==> config.mk <==
export PLATFORM = sky130hd
export DESIGN_NAME = booth_nonrestoring_divider_flat
export DESIGN_NICKNAME = d
export VERILOG_FILES = /design/src/rtl/booth_nonrestoring_divider_if.sv /design/src/rtl/booth_nonrestoring_divider.sv /design/src/flat_wrapper.sv
export SDC_FILE = /design/constraint.sdc
export NUM_CORES = 1
export LEC_CHECK = 0
export CAP_MARGIN = 40
export CORE_ASPECT_RATIO = 1.1
export CORE_UTILIZATION = 55
export DETAILED_ROUTE_END_ITERATION = 16
export PLACE_DENSITY_LB_ADDON = 0.3
export SYNTH_ARGS = -nofsm -noshare
export SYNTH_HDL_FRONTEND = slang
export SYNTH_SLANG_ARGS = --single-unit
==> constraint.sdc <==
create_clock -name clk -period 3.8 [get_ports clk]
set_input_delay 1.14 -clock clk [delete_from_list [all_inputs] [get_ports clk]]
set_output_delay 1.14 -clock clk [all_outputs]
set_load 0.05 [all_outputs]
==> src/rtl/booth_nonrestoring_divider_if.sv <==
// Start/result handshake bundle for the sequential signed divider.
interface booth_nonrestoring_divider_if #(
  parameter int unsigned N = 4
);
  logic         start;
  logic [N-1:0] dividend;
  logic [N-1:0] divisor;
  logic         busy;
  logic         done;
  logic [N-1:0] quotient;
  logic [N-1:0] remainder;
  logic         div_by_zero;
  logic         overflow;

  modport master (
    output start, dividend, divisor,
    input  busy, done, quotient, remainder, div_by_zero, overflow
  );

  modport slave (
    input  start, dividend, divisor,
    output busy, done, quotient, remainder, div_by_zero, overflow
  );
endinterface

==> src/rtl/booth_nonrestoring_divider.sv <==
// Sequential signed radix-2 non-restoring divider: magnitudes are divided over N
// steps, then a single fix-up cycle restores the remainder and applies the signs.
module booth_nonrestoring_divider #(
  parameter int unsigned N = 4
) (
  input  logic                         clk,
  input  logic                         rst_n,
  booth_nonrestoring_divider_if.slave  bus
);
  localparam int unsigned CW = $clog2(N + 1);

  typedef enum logic [1:0] {IDLE, RUN, FIX} state_t;

  state_t         state_q, state_d;
  logic [N:0]     p_q, p_d;
  logic [N-1:0]   q_q, q_d;
  logic [N-1:0]   d_q, d_d;
  logic           sa_q, sa_d;
  logic           sb_q, sb_d;
  logic [CW-1:0]  cnt_q, cnt_d;
  logic           busy_q, busy_d;
  logic           done_q, done_d;
  logic [N-1:0]   quot_q, quot_d;
  logic [N-1:0]   rem_q, rem_d;
  logic           dbz_q, dbz_d;
  logic           ovf_q, ovf_d;

  logic [N-1:0]   a_mag, b_mag;
  logic [N:0]     p_sh, p_new, p_fix;

  always_comb begin
    state_d = state_q;
    p_d     = p_q;
    q_d     = q_q;
    d_d     = d_q;
    sa_d    = sa_q;
    sb_d    = sb_q;
    cnt_d   = cnt_q;
    busy_d  = busy_q;
    done_d  = 1'b0;
    quot_d  = quot_q;
    rem_d   = rem_q;
    dbz_d   = dbz_q;
    ovf_d   = ovf_q;

    a_mag = bus.dividend[N-1] ? -bus.dividend : bus.dividend;
    b_mag = bus.divisor[N-1]  ? -bus.divisor  : bus.divisor;
    // Shift {P,Q} left, then add or subtract D depending on the sign of P.
    p_sh  = {p_q[N-1:0], q_q[N-1]};
    p_new = p_q[N] ? (p_sh + {1'b0, d_q}) : (p_sh - {1'b0, d_q});
    p_fix = p_q[N] ? (p_q + {1'b0, d_q}) : p_q;

    case (state_q)
      IDLE: begin
        if (bus.start) begin
          q_d     = a_mag;
          d_d     = b_mag;
          sa_d    = bus.dividend[N-1];
          sb_d    = bus.divisor[N-1];
          p_d     = '0;
          cnt_d   = CW'(N);
          busy_d  = 1'b1;
          state_d = (bus.divisor == '0) ? FIX : RUN;
        end
      end
      RUN: begin
        p_d   = p_new;
        q_d   = {q_q[N-2:0], ~p_new[N]};
        cnt_d = cnt_q - CW'(1);
        if (cnt_q == CW'(1)) state_d = FIX;
      end
      FIX: begin
        busy_d  = 1'b0;
        done_d  = 1'b1;
        state_d = IDLE;
        if (d_q == '0) begin
          // Q still holds |dividend| since no RUN steps were taken.
          quot_d = '1;
          rem_d  = sa_q ? -q_q : q_q;
          dbz_d  = 1'b1;
          ovf_d  = 1'b0;
        end else begin
          quot_d = (sa_q ^ sb_q) ? -q_q : q_q;
          rem_d  = sa_q ? -p_fix[N-1:0] : p_fix[N-1:0];
          dbz_d  = 1'b0;
          // A non-negative quotient with its top bit set can only be -2^(N-1)/-1.
          ovf_d  = ~(sa_q ^ sb_q) & q_q[N-1];
        end
      end
      default: state_d = IDLE;
    endcase
  end

  always_ff @(posedge clk or negedge rst_n) begin
    if (!rst_n) begin
      state_q <= IDLE;
      p_q     <= '0;
      q_q     <= '0;
      d_q     <= '0;
      sa_q    <= 1'b0;
      sb_q    <= 1'b0;
      cnt_q   <= '0;
      busy_q  <= 1'b0;
      done_q  <= 1'b0;
      quot_q  <= '0;
      rem_q   <= '0;
      dbz_q   <= 1'b0;
      ovf_q   <= 1'b0;
    end else begin
      state_q <= state_d;
      p_q     <= p_d;
      q_q     <= q_d;
      d_q     <= d_d;
      sa_q    <= sa_d;
      sb_q    <= sb_d;
      cnt_q   <= cnt_d;
      busy_q  <= busy_d;
      done_q  <= done_d;
      quot_q  <= quot_d;
      rem_q   <= rem_d;
      dbz_q   <= dbz_d;
      ovf_q   <= ovf_d;
    end
  end

  assign bus.busy        = busy_q;
  assign bus.done        = done_q;
  assign bus.quotient    = quot_q;
  assign bus.remainder   = rem_q;
  assign bus.div_by_zero = dbz_q;
  assign bus.overflow    = ovf_q;
endmodule

==> src/flat_wrapper.sv <==
// flat-port wrapper written by rule: the top's interface ports become plain ports
module booth_nonrestoring_divider_flat 
#(
  parameter int unsigned N = 4
)
  (clk, rst_n, bus_start, bus_dividend, bus_divisor, bus_busy, bus_done, bus_quotient, bus_remainder, bus_div_by_zero, bus_overflow);
  booth_nonrestoring_divider_if #(.N(N)) bus_i ();
  input  logic clk;
  input  logic rst_n;
  input wire logic [$bits(bus_i.start)-1:0] bus_start;
  input wire logic [$bits(bus_i.dividend)-1:0] bus_dividend;
  input wire logic [$bits(bus_i.divisor)-1:0] bus_divisor;
  output wire logic [$bits(bus_i.busy)-1:0] bus_busy;
  output wire logic [$bits(bus_i.done)-1:0] bus_done;
  output wire logic [$bits(bus_i.quotient)-1:0] bus_quotient;
  output wire logic [$bits(bus_i.remainder)-1:0] bus_remainder;
  output wire logic [$bits(bus_i.div_by_zero)-1:0] bus_div_by_zero;
  output wire logic [$bits(bus_i.overflow)-1:0] bus_overflow;
  assign bus_i.start = bus_start;
  assign bus_i.dividend = bus_dividend;
  assign bus_i.divisor = bus_divisor;
  assign bus_busy = bus_i.busy;
  assign bus_done = bus_i.done;
  assign bus_quotient = bus_i.quotient;
  assign bus_remainder = bus_i.remainder;
  assign bus_div_by_zero = bus_i.div_by_zero;
  assign bus_overflow = bus_i.overflow;
  booth_nonrestoring_divider #(.N(N)) u_core (.clk(clk), .rst_n(rst_n), .bus(bus_i));
endmodule
Yosys cells after proc, flatten, opt, wreduce, memory -nomap -nowiden. Index checks and enable logic that the tools add are counted. Widths: inputs -> output; s select.

Add/subtract/negate cells: 8. Equal/unequal tests: 5. Multiplexer cells: 24. Bitwise gates (word level): 4. Reductions and logical operators: 9.

Operator list (count): $mux 4 (9); $neg 4->4 (4); $mux 5 (2); $pmux 5 s2 (1); $logic_not 4->1 (2); $pmux 4 s2 (1); $reduce_and 2->1 (4); $mux 2 (3); $pmux 3 s2 (1); $add 5x4->5 (1); $sub 5x4->5 (1); $add 4x4->4 (1); $mux 1 (4); $pmux 2 s2 (1); $reduce_bool 2->1 (2); $eq 3x1->1 const B (1); $mux 3 (1); $sub 3x1->3 const B (1); $eq 2x1->1 const B (1); $eq 2x2->1 const B (1); $logic_not 2->1 (1); $ne 2x1->1 const B (1); $ne 2x2->1 const B (1); $not 1->1 (2); 3 further kinds (3).

Flip-flop bits (word level): 32.

Logic depth before layout (Yosys ltp). Gate-level depths: netlist of run 1.

Depth in word-level cells: 5. Depth in mapped cells: 10.

Worst setup path before layout of run 1. No wires, ideal clock.

Kind: register to register. Start: register u_core.p_q[0]. End: register u_core.rem_q[1], in the netlist u_core.bus.remainder[1]. Arrival: 2.222 ns. Path slack: 1.504 ns. Stages on the path, launching flop included: 9. Path buffers: 0. Clock period less this slack: 2.296 ns. Cell sequence: dfrtp_1 > ha_1 > inv_1 > fa_1 > mux2_2 > ha_1 > inv_1 > mux4_2 > o21ai_2.

Word-level cells in the longest chain between the ends: 5.

Ends and longest elaborated chain: start, declared (line booth_nonrestoring_divider.sv:15) `logic [N:0] p_q, p_d;`; start signal, assigned (line booth_nonrestoring_divider.sv:111) `p_q <= p_d;`; $add 4x4->4 (line booth_nonrestoring_divider.sv:51) `p_fix = p_q[N] ? (p_q + {1'b0, d_q}) : p_q;`; $mux 4 * (line booth_nonrestoring_divider.sv:51); $neg 4->4 (line booth_nonrestoring_divider.sv:84) `rem_d = sa_q ? -p_fix[N-1:0] : p_fix[N-1:0];`; $mux 4 * (line booth_nonrestoring_divider.sv:84); $mux 4 * (line booth_nonrestoring_divider.sv:76) `if (d_q == '0) begin`; end signal, assigned (line booth_nonrestoring_divider.sv:120) `rem_q <= rem_d;`; end, declared (line booth_nonrestoring_divider.sv:24) `logic [N-1:0] rem_q, rem_d;`.

Mark *: on every way between the ends. The rest lies on a longest branch, timed or not. A chain may end at the register's enable or synchronous reset.

Final worst setup path of run 1.
Start: register u_core.busy_q, in the netlist u_core.bus.busy. End: output bus_busy.

RTL lines: start, declared (line booth_nonrestoring_divider.sv:21) `logic busy_q, busy_d;`; start signal, assigned (line booth_nonrestoring_divider.sv:117) `busy_q <= busy_d;`; end, declared (line flat_wrapper.sv:13) `output wire logic [$bits(bus_i.busy)-1:0] bus_busy;`.

No word-level cell between the ends.

==> results of run 1 <==
-- cell type report --
type,count,area (um2)
Multi-Input combinational cell,151,1090
Clock buffer,7,65.1
Sequential cell,32,801
Timing Repair Buffer,23,228
Inverter,22,82.6
Tap cell,48,60.1
Fill cell,294,1090
-- worst max path at each step --
stage	startpoint	to
after global routing	u_core.bus.busy$_DFFE_PN0P_	bus_busy
after floorplan	u_core.p_q[0]$_DFFE_PN0P_	u_core.bus.remainder[1]$_DFFE_PN0P_
after CTS	u_core.bus.busy$_DFFE_PN0P_	bus_busy
final	u_core.bus.busy$_DFFE_PN0P_	bus_busy
after detailed placement	bus_start	u_core.sa_q$_DFFE_PN0P_
after global placement	bus_start	u_core.sb_q$_DFFE_PN0P_
-- metrics by stage --
step / utilization [%] / power, W / setup WS (ns) / instances
after floorplan: - / 0.00176 / 1.50 / 210
after global placement: 66.2 / 0.00206 / 1.23 / 276
after detailed placement: 66.2 / 0.00210 / 1.20 / 276
after CTS: 68.1 / 0.00232 / 1.11 / 283
after global routing: 68.1 / 0.00252 / 1.07 / 283
final: 68.1 / 0.00231 / 1.12 / 283
-- flip-flops by register name, indices dropped and copies added, names as in the netlist --
register / cells
u_core.q_q: 4
u_core.d_q: 4
u_core.bus.overflow: 1
u_core.bus.done: 1
u_core.bus.busy: 1
u_core.state_q: 2
u_core.bus.div_by_zero: 1
u_core.sa_q: 1
u_core.cnt_q: 3
u_core.bus.remainder: 4
u_core.bus.quotient: 4
u_core.sb_q: 1
u_core.p_q: 5
-- power by group --
group          total, W  internal [W]  switching (W)  leakage (nW)
sequential     0.000713      0.000503       0.000210         0.388
combinational   0.00138      0.000620       0.000763         0.613
clock          0.000209      0.000105       0.000104        0.0374
total           0.00231       0.00123        0.00108          1.04
-- layer usage --
| layer | track usage (%) | up-vias |
|---|---|---|
| met3 | 4.92 | 6 |
| met1 | 28.4 | 738 |
| met2 | 35.3 | 38 |
| met4 | 8.04 | 0 |
| met5 | 0 | - |
| li1 | - | 768 |
-- cells by family (layout without fill, tap and decap cells) --
group | count (synthesis) | after routing | share of synthesized area (%)
and+or+nand+nor | 58 | 58 | 14.0
AOI/OAI and AO/OA | 49 | 49 | 15.5
xor gates and xnor gates | 16 | 16 | 7.01
buffers and inverters | 27 | 52 | 5.51
DFF | 32 | 32 | 40.1
adders and majority gates | 17 | 17 | 11.4
muxes | 11 | 11 | 6.57
-- Yosys cell counts, types with 2 or more instances --
library cell | count | area (um2)
sky130_fd_sc_hd__fa_1 | 2 | 40.0
sky130_fd_sc_hd__mux2_2 | 7 | 78.8
sky130_fd_sc_hd__nand2b_1 | 5 | 31.3
sky130_fd_sc_hd__dfrtp_1 | 32 | 801
sky130_fd_sc_hd__clkbuf_1 | 2 | 7.51
sky130_fd_sc_hd__xnor2_1 | 10 | 87.6
sky130_fd_sc_hd__buf_4 | 2 | 15.0
sky130_fd_sc_hd__nor2b_1 | 7 | 43.8
sky130_fd_sc_hd__mux2i_1 | 3 | 30.0
sky130_fd_sc_hd__o21ai_0 | 16 | 80.1
sky130_fd_sc_hd__nand3_1 | 3 | 15.0
sky130_fd_sc_hd__nor2_1 | 21 | 78.8
sky130_fd_sc_hd__a22oi_1 | 4 | 30.0
sky130_fd_sc_hd__a21o_1 | 3 | 22.5
sky130_fd_sc_hd__xor2_1 | 6 | 52.6
sky130_fd_sc_hd__nand2_1 | 16 | 60.1
sky130_fd_sc_hd__inv_1 | 21 | 78.8
sky130_fd_sc_hd__nor3_1 | 2 | 10.0
sky130_fd_sc_hd__a21oi_1 | 13 | 65.1
sky130_fd_sc_hd__a22o_1 | 2 | 17.5
sky130_fd_sc_hd__ha_1 | 15 | 188
==> summary.md, run 1 <==
| Metric | Value |
|---|---|
| Final count of negative-setup-slack endpoints | 0 |
| Post-route cell area | 2320 um2 |
| Crit path launch type | register |
| Total gr overflow | 0 |
| Number of buffers inserted by post-CTS setup repair | 0 |
| Post-synthesis cell area | 2000 um2 |
| Power per standard cell area | 992 nW/um2 |
| CTS sink cnt | 32 |
| Setup repair after global routing missed its margin | false |
| Leakage power figure | 1.04 nW |
| Core Region | 3410 um2 |
| R2R setup slack | 1.37 ns |
| Leading cell type in the layout, fill and taps excluded | sky130_fd_sc_hd__dfrtp_1 |
| Clk root buf | sky130_fd_sc_hd__clkbuf_4 |
| Ports placed on the boundary | 23 |
| Final Hold Violating Endpoints | 0 |
| Syn-to-layout area delta | 16.3% |
| Largest net degree at the start of global routing | 33 |
| Number of buffers inserted during clock tree synthesis | 5 |
| Max_cap viols | 0 |
| Commonest cells after routing, fill and taps aside | sky130_fd_sc_hd__dfrtp_1, sky130_fd_sc_hd__clkdlybuf4s50_1, sky130_fd_sc_hd__nor2_1, sky130_fd_sc_hd__inv_1 |
| Post-detailed-route count of antenna-violating nets | 0 |
| Number of buffers inserted by hold repair at cts | 0 |
| Clock transition at path regs | 0.09 ns |
| Antenna violations before repair | 0 |
| Slew at the pin closest to its max-slew limit | 0.682 ns |
| Crit. path cell count | 1 |
| Via count normalized by instance count | 5.48 |
| Relative slew slack | 54.2% |
| Global-route wire length before repair | 6340 um |
| Initial Utilization | 58.6% |
| Layout cell share with drive strength beyond 1 | 8.51% |
| Result of the run | complete, no violations |
| Maximum level of the CTS H-tree | 2 |
| Layout net count | 263 |
| Cell at the slowest stage of the critical path | sky130_fd_sc_hd__clkdlybuf4s50_1 |
| Post-route DRC | 0 |
| Number of enable-type register cells in the synthesized netlist | 0 |
| DRT Pass-1 Iters | 4 |
| Number of max-slew violations in the final report | 0 |
| Later-pin clock latency in the skew report | 0.32 ns |
| Avg Inst Size Synth | 9.52 um2 |
| Detailed route wirelength on metal3 | 158 um |
| Post-Place Cell Area | 2260 um2 |
| DR WL met2 | 1830 um |
| Terminating pin of the worst hold path | u_core.bus.remainder[1]$_DFFE_PN0P_ |
| Worst hold slack | 0.482 ns |
| Site row count | 22 |
| Count of cells along the worst register-to-register path | 8 |
| Type of the worst min-delay path | reg -> reg |
| FF+latch count, synth | 32 |
| Die H | 65.2 um |
| Synth async-reset ratio | 100% |
| Synth unique cells | 39 |
| Crit path cell chain | clkdlybuf4s50_1 |
| Maximum fanout count along the critical path | 2 |
| Fin crit period | 2.68 ns |
| Tcrit/Tclk final | 70.6% |
| Share of synthesized area occupied by flip-flops and latches | 40.1% |
| Crit path max-delay family | buffers and inverters |
| Starting DRC count in detailed routing | 66 |
| Inserted Diodes | 0 |
| Max Used Layer | met4 |
| Mapped Cells | 210 |
| Routed vias | 1550 |
| Crit Reg-Reg Endpoint | u_core.bus.remainder[1]$_DFFE_PN0P_ |
| Arrival time at the worst endpoint | 1.54 ns |
| Max VDD drop | 0.000410 V |
| Critical path type | reg -> out |
| Required time of the critical path | 2.66 ns |
| Detailed placement HPWL | 2810 um |
| Die width | 59.5 um |
| Setup TNS Final | 0 ns |
| Clock tree from TritonCTS | yes |
| DRT met1 WL | 1650 um |
| Total number of yosys warnings | 0 |
| Longest individual stage delay on the worst path | 0.82 ns |
| Origin of the critical flop-to-flop path | u_core.p_q[0]$_DFFE_PN0P_ |
| Weighted congestion at the end of routability-driven global placement | 0.856 |
| Aggregate routed wire length | 3690 um |
| Commonest register cell after synthesis | sky130_fd_sc_hd__dfrtp_1 |
| Post-detailed-route wirelength per cell | 13.0 um |
| Buffers and inverters on the worst path | 1 |
| Number of stages on the worst hold path | 2 |
| Number of gates resized after CTS | 0 |
| Quantity of I/O buffers inserted on ports | 22 |
| Hold path startpoint | u_core.bus.remainder[1]$_DFFE_PN0P_ |
| Max Freq | 373 MHz |
| Setup crit end kind | primary output |
| Number of buffers on the longest clock path | 2 |
| Worst clock skew on the final layout | 0.0101 ns |
| Syn nets | 238 |
| Total Die Area | 3880 um2 |
| Via count of the first global-routing pass | 1443 |
| GRT Util Overall | 21.9% |
Power figures use the tool's default switching activity.
==> inputs of run 2 (changes only) <==
Clock period 3.8 ns to 2.7 ns, I/O delays scaled along.
==> run 2 against run 1 <==
Sequential power up 40%. Critical path depth up 7. Highest routed layer unchanged. Clock power up 83%. Global-route usage up 1.6 points. Via count down 0.45%. Flip-flop and latch count unchanged. Largest power group unchanged. Largest cell class unchanged. Combinational power up 43%. Setup slack worse by 0.87 ns. First-iteration DRC count up 15%.
==> summary.md, run 2 (synthesized netlist as in run 1, its figures left out) <==
| Metric | Value |
|---|---|
| Number of buffers inserted by hold repair at cts | 0 (unchanged) |
| Type of the worst min-delay path | reg -> reg |
| Die H | 65.2 um (unchanged) |
| Tcrit/Tclk final | 90.7% |
| Fin worst setup slack | 0.252 ns (-0.866 ns) |
| Area taken by multi-input logic gates | 1090 um2 (unchanged) |
| Starting DRC count in detailed routing | 76 (+15%) |
| Number of gates resized after CTS | 0 (unchanged) |
| Register ranked first by flip-flop count | u_core.p_q |
| Max VDD drop | 0.000606 V (+48%) |
| GRT Util Overall | 23.4% (+1.6 points) |
| Later-pin clock latency in the skew report | 0.36 ns (+0.04 ns) |
| Result of the run | complete, no violations |
| Via count of the first global-routing pass | 1439 (-0.28%) |
| Die width | 59.5 um (unchanged) |
| Largest net degree at the start of global routing | 33 (unchanged) |
| Core Region | 3410 um2 (unchanged) |
| Count of placed standard cells in the final layout, fillers left out | 287 (+1.4%) |
| Weighted congestion at the end of routability-driven global placement | 0.840 (-1.8%) |
| Setup repair after global routing missed its margin | false |
| Post-route cell area | 2360 um2 (+1.6%) |
| Post-Place Cell Area | 2280 um2 (+1.0%) |
| Placement Setup Slack | 0.280 ns (-0.915 ns) |
| Antenna violations before repair | 0 (unchanged) |
| Layout net count | 266 (+1.1%) |
| Number of max-slew violations in the final report | 0 (unchanged) |
| Critical path type | reg -> reg |
| Commonest cells after routing, fill and taps aside | sky130_fd_sc_hd__dfrtp_1, sky130_fd_sc_hd__clkdlybuf4s50_1, sky130_fd_sc_hd__nor2_1, sky130_fd_sc_hd__inv_1 |
| Clock transition at path regs | 0.11 ns (+0.02 ns) |
| Clock share of power | 11.4% (+2.3 points) |
| Final Hold Violating Endpoints | 0 (unchanged) |
| Total Die Area | 3880 um2 (unchanged) |
| Worst clock skew on the final layout | 0.00855 ns (-0.00156 ns) |
| Power share of the combinational group | 58.7% (-1.3 points) |
| FF/Latch Area | 801 um2 (unchanged) |
| Post-detailed-route wirelength per cell | 13.7 um (+5.1%) |
| Global-route wire length before repair | 6600 um (+4.1%) |
| Crit path launch type | register |
| Number of buffers on the longest clock path | 2 (unchanged) |
| Inserted Diodes | 0 (unchanged) |
| Post-detailed-route count of antenna-violating nets | 0 (unchanged) |
| Arrival time at the worst endpoint | 2.74 ns (+1.20 ns) |
| Power Internal | 0.00179 W (+46%) |
| Max Freq | 408 MHz |
| Final count of negative-setup-slack endpoints | 0 (unchanged) |
| Setup TNS Final | 0 ns (unchanged) |
| Fin crit period | 2.45 ns |
| Aggregate routed wire length | 3930 um (+6.6%) |
| Detailed placement HPWL | 2910 um (+3.6%) |
| Leakage power figure | 1.06 nW (+1.8%) |
| Syn-to-layout area delta | 18.1% |
| Quantity of I/O buffers inserted on ports | 22 (unchanged) |
| Post-route DRC | 0 (unchanged) |
| Clk root buf | sky130_fd_sc_hd__clkbuf_4 |
| Switching pwr | 0.00156 W (+45%) |
| Maximum fanout count along the critical path | 6 (+4) |
| Routed vias | 1543 (-0.45%) |
| Ports placed on the boundary | 23 (unchanged) |
| Site row count | 22 (unchanged) |
| Power per standard cell area | 1420 nW/um2 (+43%) |
| DRT Pass-1 Iters | 4 (unchanged) |
| Placed Cells incl. Taps | 279 (+1.1%) |
| Slew at the pin closest to its max-slew limit | 0.495 ns (-0.187 ns) |
| Relative slew slack | 66.9% (+13 points) |
| Flip-flop count of the largest register, all copies and words added | 5 (unchanged) |
| Number of buffers inserted during clock tree synthesis | 5 (unchanged) |
| Layout cell share with drive strength beyond 1 | 10.0% (+1.5 points) |
| Switching Fraction | 46.6% (-0.13 points) |
| Setup crit end kind | register |
| CTS sink cnt | 32 (unchanged) |
| Final-layout fill cell count | 297 (+1.0%) |
| Maximum level of the CTS H-tree | 2 (unchanged) |
| Total Power | 0.00335 W (+45%) |
| Via count normalized by instance count | 5.38 (-1.8%) |
| Required time of the critical path | 3.00 ns (+0.34 ns) |
| Clock tree from TritonCTS | yes |
| Max_cap viols | 0 (unchanged) |
| Number of buffers inserted by post-CTS setup repair | 0 (unchanged) |
| Leading cell type in the layout, fill and taps excluded | sky130_fd_sc_hd__dfrtp_1 |
| Initial Utilization | 58.6% (unchanged) |
| Total gr overflow | 0 (unchanged) |
| Power share of the sequential group | 29.8% (-1.1 points) |
[run 2: cell count changes in the layout (fill, tap and decap cells not counted)]
cell / before / now
sky130_fd_sc_hd__clkinv_2: 0 / 1
sky130_fd_sc_hd__clkinvlp_4: 0 / 1
sky130_fd_sc_hd__bufinv_16: 0 / 1
sky130_fd_sc_hd__clkbuf_8: 2 / 0
sky130_fd_sc_hd__buf_4: 1 / 4
[run 2: cell type report]
class,instances,share of cell area [%]
clock inverters,3,1.80
well taps,48,2.54
inverters,22,3.50
repair buffers,26,10.6
flip-flops and latches,32,33.9
clock buffers,5,1.59
multi-input cells,151,46.1
[run 2: power by group through the flow]
stage	Combinational, W	Clock (W)	Sequential (W)
floorplan	0.00130	0	0.00117
global placement	0.00191	0	0.000996
detailed placement	0.00196	0	0.00101
CTS	0.00199	0.000378	0.000998
global route	0.00219	0.000401	0.00104
finish	0.00197	0.000382	0.000999
[run 2: worst max-delay path: stages (launching register included)]
cell and delay, ns:
sky130_fd_sc_hd__dfrtp_1 0.46, sky130_fd_sc_hd__ha_1 0.21, sky130_fd_sc_hd__inv_1 0.05, sky130_fd_sc_hd__fa_1 0.46, sky130_fd_sc_hd__mux2_2 0.30, sky130_fd_sc_hd__ha_1 0.28
sky130_fd_sc_hd__inv_1 0.04, sky130_fd_sc_hd__mux4_2 0.47, sky130_fd_sc_hd__o21ai_2 0.11
[run 2: final timing paths]
| path | start | endpoint | slack, ns | depth (start not counted) |
|---|---|---|---|---|
| setup / recovery | u_core.p_q[0]$_DFFE_PN0P_ | u_core.bus.remainder[1]$_DFFE_PN0P_ | 0.25 | 8 |
| hold / removal | u_core.bus.remainder[1]$_DFFE_PN0P_ | u_core.bus.remainder[1]$_DFFE_PN0P_ | 0.49 | 2 |
| min in group asynchronous | rst_n | u_core.bus.overflow$_DFFE_PN0P_ | 0.83 | 2 |
| setup reg to reg | u_core.p_q[0]$_DFFE_PN0P_ | u_core.bus.remainder[1]$_DFFE_PN0P_ | 0.25 | 8 |
| hold reg to reg | u_core.bus.remainder[1]$_DFFE_PN0P_ | u_core.bus.remainder[1]$_DFFE_PN0P_ | 0.49 | 2 |
| max in group asynchronous | rst_n | u_core.p_q[1]$_DFFE_PN0P_ | 1.56 | 2 |
[run 2: per-stage QoR]
step | hold slack [ns] | util, %
finish | 0.485 | 69.2
global route | 0.518 | 69.2
CTS | 0.488 | 69.2
detailed placement | 0.464 | 66.9
global placement | 0.460 | 66.9
floorplan | 0.450 | -
[run 2: routing by layer]
| layer | track usage, % | vias up | share of wire [%] |
|---|---|---|---|
| met5 | 0 | - | 0 |
| met4 | 11.6 | 0 | 1.6 |
| met3 | 4.13 | 8 | 2.8 |
| met2 | 39.3 | 24 | 50 |
| met1 | 28.4 | 736 | 46 |
| li1 | - | 775 | - |
